`src/rtl/ctrl_pipe.sv`:
```
// Control-word shift pipe with per-stage flush, global hold and a drain FSM.
// Optional bubble counter is built only when CTRL_PIPE_PERF_EN is defined.
module ctrl_pipe #(
    parameter int unsigned CW     = 21,
    parameter int unsigned STAGES = 3
) (
    input  logic                     clk,
    input  logic                     reset,
    input  logic [CW-1:0]            id_ctrl,
    input  logic                     id_valid,
    input  logic                     nop_req,
    input  logic                     hold,
    input  logic [STAGES-1:0]        flush,
    input  logic                     drain,
    input  logic                     cnt_clr,
    output logic [STAGES*CW-1:0]     stage_ctrl,
    output logic [STAGES-1:0]        stage_valid,
    output logic                     drained,
    output logic [15:0]              bubble_cnt
);

    localparam int unsigned CNT_W = 16;

    typedef enum logic [1:0] {
        RUN   = 2'd0,
        DRAIN = 2'd1,
        IDLE  = 2'd2
    } state_t;

    state_t                state;
    logic                  entry_suppr;
    logic [CW-1:0]         entry_ctrl;
    logic                  entry_valid;
    logic [STAGES*CW-1:0]  nxt_ctrl;
    logic [STAGES-1:0]     nxt_valid;

    // Ctrl is masked by id_valid so an invalid slot never carries a stale word.
    always_comb begin
        entry_suppr = nop_req || (state != RUN);
        entry_valid = id_valid && !entry_suppr;
        entry_ctrl  = entry_valid ? id_ctrl : '0;
    end

    // Per-stage next value: flush beats hold beats advance.
    always_comb begin
        nxt_ctrl  = stage_ctrl;
        nxt_valid = stage_valid;
        if (flush[0]) begin
            nxt_ctrl[0 +: CW] = '0;
            nxt_valid[0]      = 1'b0;
        end else if (!hold) begin
            nxt_ctrl[0 +: CW] = entry_ctrl;
            nxt_valid[0]      = entry_valid;
        end
        for (int k = 1; k < int'(STAGES); k++) begin
            if (flush[k]) begin
                nxt_ctrl[k*CW +: CW] = '0;
                nxt_valid[k]         = 1'b0;
            end else if (!hold) begin
                nxt_ctrl[k*CW +: CW] = stage_ctrl[(k-1)*CW +: CW];
                nxt_valid[k]         = stage_valid[k-1];
            end
        end
    end

    always_ff @(posedge clk) begin
        if (!reset) begin
            stage_ctrl  <= '0;
            stage_valid <= '0;
        end else begin
            stage_ctrl  <= nxt_ctrl;
            stage_valid <= nxt_valid;
        end
    end

    // Drain FSM; hold freezes it except for the DRAIN->RUN abort.
    always_ff @(posedge clk) begin
        if (!reset) begin
            state <= RUN;
        end else begin
            case (state)
                RUN: begin
                    if (!hold && drain) state <= DRAIN;
                end
                DRAIN: begin
                    if (!drain)                           state <= RUN;
                    else if (!hold && (nxt_valid == '0)) state <= IDLE;
                end
                IDLE: begin
                    if (!hold && !drain) state <= RUN;
                end
                default: state <= RUN;
            endcase
        end
    end

    assign drained = (state == IDLE);

`ifdef CTRL_PIPE_PERF_EN
    logic [CNT_W-1:0] bubble_q;
    logic             bubble_hit;

    assign bubble_hit = !hold && !flush[0] && id_valid && entry_suppr;

    // Saturating bubble counter; clear wins over a same-edge increment.
    always_ff @(posedge clk) begin
        if (!reset) begin
            bubble_q <= '0;
        end else if (cnt_clr) begin
            bubble_q <= '0;
        end else if (bubble_hit && (bubble_q != {CNT_W{1'b1}})) begin
            bubble_q <= bubble_q + CNT_W'(1);
        end
    end

    assign bubble_cnt = bubble_q;
`else
    logic unused_cnt_clr;

    assign unused_cnt_clr = cnt_clr;
    assign bubble_cnt     = CNT_W'(0);
`endif

endmodule

```
`config.mk`:
```
export PLATFORM = sky130hd
export DESIGN_NAME = ctrl_pipe
export DESIGN_NICKNAME = d
export VERILOG_FILES = /design/src/rtl/ctrl_pipe.sv
export SDC_FILE = /design/constraint.sdc
export NUM_CORES = 1
export LEC_CHECK = 0
export BUFFER_PORTS_ARGS = -buffer_cell sky130_fd_sc_hd__buf_4
export CORE_MARGIN = 1.5
export CORE_UTILIZATION = 52
export CTS_BUF_LIST = sky130_fd_sc_hd__clkbuf_8
export CTS_CLUSTER_DIAMETER = 60
export DETAILED_ROUTE_END_ITERATION = 8
export PLACE_DENSITY = 0.87
export SLEW_MARGIN = 20
export SYNTH_ARGS = -nofsm -noshare
export SYNTH_HDL_FRONTEND = slang
export SYNTH_SLANG_ARGS = --single-unit
```
`constraint.sdc`:
```
create_clock -name clk -period 2.5 [get_ports clk]
set_input_delay 0.25 -clock clk [delete_from_list [all_inputs] [get_ports clk]]
set_output_delay 0.25 -clock clk [all_outputs]
set_load 0.005 [all_outputs]
```
### Word level (Yosys, flattened, before mapping)

Index checks and enable logic that the tools add are counted.

| operators by class | value |
|---|---|
| equal/unequal tests | 5 |
| mux-type cells | 12 |
| bitwise logic cells | 1 |
| reduce and logical (&&, ||, !) cells | 15 |

Operators by type and width:

| cell | number |
|---|---|
| 2-to-1 mux 21 bit | 1 |
| 2-to-1 mux 2 bit | 4 |
| 2-to-1 mux 1 bit | 6 |
| one-hot mux 2 bit (3 select lines) | 1 |
| OR reduction 2 bit | 3 |
| logical AND 1 bit | 4 |
| zero test 1 bit | 3 |
| zero test 3 bit | 1 |
| != test 3 bit, second input constant | 1 |
| AND reduction 3 bit | 1 |
| equality test 2 x 1 -> 1 bit, second input constant | 1 |
| equality test 2 bit, second input constant | 1 |
| zero test 2 bit | 1 |
| != test 2 x 1 -> 1 bit, second input constant | 1 |
| != test 2 bit, second input constant | 1 |
| nonzero test 2 bit | 1 |
| logical OR 1 bit | 1 |
| NOT 1 bit | 1 |

| storage, ports and cells | value |
|---|---|
| register bits after elaboration | 68 |
| output and inout port bits | 83 |

### Logic depth before layout (Yosys ltp)

| depth | value |
|---|---|
| word-level depth | 11 |
| mapped depth | 5 |

### Worst setup path after synthesis

OpenSTA, ideal clock, no wires.

| timing | value |
|---|---|
| path type | input -> register |
| start | input hold |
| end | register state[1] |
| setup time | 0.070 ns |
| data arrival time | 1.101 ns |
| data required time | 2.430 ns |
| slack | 1.329 ns |
| stages on the path | 4 |
| path buffers | 1 |
| cells stage by stage | buf_6 > nand2b_1 > or4_1 > a21boi_1 |

| on the way | value |
|---|---|
| word-level cells in the longest chain between the ends | 6 |
| elaborated cells on any way between the ends | 15 |
| those cells by class | eq/ne: 3; mux: 6; reduce/logical: 6 |

RTL lines:

| what | RTL line | text |
|---|---|---|
| start: declaration | 12 | `input logic hold,` |
| 2-to-1 mux 1 bit, on equally long branches | 51, 59 |  |
| 2-to-1 mux 1 bit, on equally long branches | 48, 56 |  |
| zero test 3 bit | 87 | `else if (!hold && (nxt_valid == '0)) state <= IDLE;` |
| logical AND 1 bit | 87 |  |
| != test 3 bit (no source line) | - |  |
| AND reduction 3 bit (no source line) * | - |  |
| end signal: assignment | 86 | `if (!drain) state <= RUN;` |
| end signal: assignment | 87 |  |
| end signal: assignment | 90 | `if (!hold && !drain) state <= RUN;` |
| end: declaration | 30 | `state_t state;` |

Every way passes the cells marked *; elsewhere a longest branch is shown, timed or not.
A chain may end at the register's enable or synchronous reset.

==> impl_metrics.tcl <==
set metrics [dict create \
    outcome "finished, final reports clean" \
    die_w_um 73.2 \
    synth_warnings 0 \
    core.rowCount 25 \
    synth_top_area_share_pct 53.1 \
    die_area_sq_um 5360 \
    swShare_pct 21.4 \
    hold_viol_final 0 \
    core-area_sq_um 4720 \
    crit_required_ns 2.67 \
    overflow 0 \
    cts_buffers 9 \
    dp_slack_ns 0.845 \
    synthDistinctLibCells 17 \
    postRouteAntennaNets 0 \
    slew_headroom_pct 39.3 \
    final_design_area_no_fill_sq_um 3450 \
    max-vdd-ir-drop_uv 340 \
    p_seq_share_pct 53.1 \
    io_pins 114 \
    placed_cell_area_sq_um 3260 \
    cp_slowest_cell "buf_4" \
    yosysTopAreaCell "dfxtp_1" \
    worstSetupPathType "in2reg" \
    timing.critical_path.max_delay_family "buffers and inverters" \
    syn_area_per_cell_sq_um 10.4 \
    hold_class "in2reg" \
    nets 373 \
    setup_slack_ns 1.18 \
    whs_ns 0.155 \
    drive_gt1_share_pct 32.9 \
    via_per_inst 4.69 \
    diodes 0 \
    cts_buffer_depth 2 \
    critPathBufInv 2 \
    gp_congestion 0.759 \
    crit_path_frequent_cell "buf_4" \
    worstMarginPinSlew_ns 0.910 \
    max_stage_delay_ns 0.59 \
    post_cts_buffers 0 \
    highest_layer "met4" \
    powerDensity_nw_per_um2 604 \
    drt-total-wl_um 5080 \
    cp-start-kind "primary input" \
    worstPathMaxFanout 50 \
    period_needed_ns 1.32 \
    p_total_mw 2.08 \
    cts_tree "built" \
    start_util_pct 54.3 \
    clock_latency_ns 0.32 \
    first_iter_violations 70 \
    clock_sinks 68 \
    drcViolationCount 0 \
    grt_pass1_vias 1700 \
    met1Wirelength_um 2210 \
    synthCells 247 \
    synthTopCellsByCount "dfxtp_1 (68), mux2i_1 (65), nor2_1 (65), buf_4 (17), buf_2 (7)" \
    finalSetupViolCount 0 \
    yosysMostFrequentCell "dfxtp_1" \
    fin_skew_ns 0.00604 \
    place_hpwl_um 3510 \
    crit_chain "buf_4 -> buf_4 -> mux2i_1 -> nor2_1" \
    antenna_found_initial 0 \
    area_delta_synth_final_pct 34.4 \
    fmax_ghz 0.756 \
    io_buffers 96 \
    met3_length_um 266 \
    vias 1935 \
    grt_first_pass_wirelength_um 7830 \
    max-cap-violations 0 \
    routed-wl-met2_um 2540 \
    grt_max_degree 51 \
    rsz0062_at_grt "false" \
    synth_ff_type "dfxtp_1" \
    finalCritPeriodShare_pct 52.9 \
    wire_per_inst_um 12.3 \
    h-tree-depth 3 \
    post_cts_resized 0 \
    seq_area_frac_synth_pct 53.1 \
    pwr-share-comb_pct 7.5 \
    holdBufCountCts 0 \
    drv_slew 0 \
    synth_edf_count 0 \
    p_leak_nw 1.68 \
    clock-root-buffer "clkbuf_8" \
    clkPwrFrac_pct 39.4 \
    worstPathArrival_ns 1.49 \
    path_clk_slew_ns 0.07 \
    async_flop_share_pct 0 \
    yosys-top-cells-area "dfxtp_1 (53%), mux2i_1 (25%), nor2_1 (9.5%)" \
    setup_tns_ns 0 \
    synth_area_sq_um 2560 \
    cp-end-kind "register" \
    switchingPower_mw 0.446 \
    first_pass_iters 4 \
    ys_ff_latch 68 \
    grt_usage_pct 19.6 \
    p_int_mw 1.64 \
    fp.dieH_um 73.2 \
]
layout by cell type (no fill, tap or decap), drive strengths merged:
| cell | instances |
|---|---|
| conb | 16 |
| nor2b | 5 |
| nand2b | 4 |
| clkbuf | 13 |
| o21ai | 2 |
| clkinv | 1 |
| mux2i | 65 |
| buf | 99 |
| a21oi | 1 |
| nor3 | 1 |
| nor4b | 2 |
| or4 | 1 |
| inv | 2 |
| a21boi | 1 |
| dfxtp | 68 |
| nor2 | 65 |
layer usage:
metal	vias to the layer above	GRT usage, %
met5	-	0
met4	0	10.1
met3	6	5.80
met2	62	32.4
met1	896	22.9
li1	971	-
worst reg2reg max path: stages (launching register included):
cell	delay, ns
dfxtp_1	0.34
nor4b_1	0.39
o21ai_2	0.08
buf_4	0.25
nor2_1	0.16
logic make-up (layout without fill, tap and decap cells):
| group | Yosys count | count (layout) | share of synthesized area [%] |
|---|---|---|---|
| flops | 68 | 68 | 53.1 |
| mux | 65 | 65 | 25.4 |
| other cells | 1 | 16 | 0.146 |
| buf+inv | 31 | 115 | 7.66 |
| simple gates | 78 | 78 | 12.9 |
| compound gates | 4 | 4 | 0.878 |
state kept, by name, summed over array words and instances (netlist names):
| signal | count |
|---|---|
| stage_ctrl | 63 |
| stage_valid | 3 |
| state | 2 |
layout make-up:
class | instances | area (sq um)
tap | 67 | 83.8
timing repair buffer | 99 | 743
sequential | 68 | 1360
clock buffer | 13 | 179
multi-input combinational | 163 | 1070
clock inverter | 2 | 8.76
inverter | 1 | 3.75
fill | 379 | 1280
path summary, 6_finish.rpt:
path              cells after the start  slack [ns]      startpoint              to
setup reg to reg                      4        1.21        state[0]  stage_ctrl[16]
hold / removal                        3        0.16      id_ctrl[7]   stage_ctrl[7]
setup / recovery                      4        1.18            hold  stage_ctrl[55]
hold reg to reg                       2        0.49  stage_valid[0]  stage_valid[0]
power groups by stage:
stage | clock [mW] | sequential, mW | combinational (mW)
after floorplan | 0 | 1.13 | 0.110
after global placement | 0 | 1.13 | 0.155
after detailed placement | 0 | 1.13 | 0.158
after CTS | 0.842 | 1.10 | 0.158
after global routing | 0.897 | 1.11 | 0.170
final | 0.820 | 1.11 | 0.156
stage by stage:
stage | util [%] | instances
floorplan | - | 262
global placement | 69.0 | 398
detailed placement | 69.0 | 398
CTS | 73.0 | 413
global route | 73.0 | 413
finish | 73.0 | 413
Note: power is estimated with default switching activity, not from simulation.
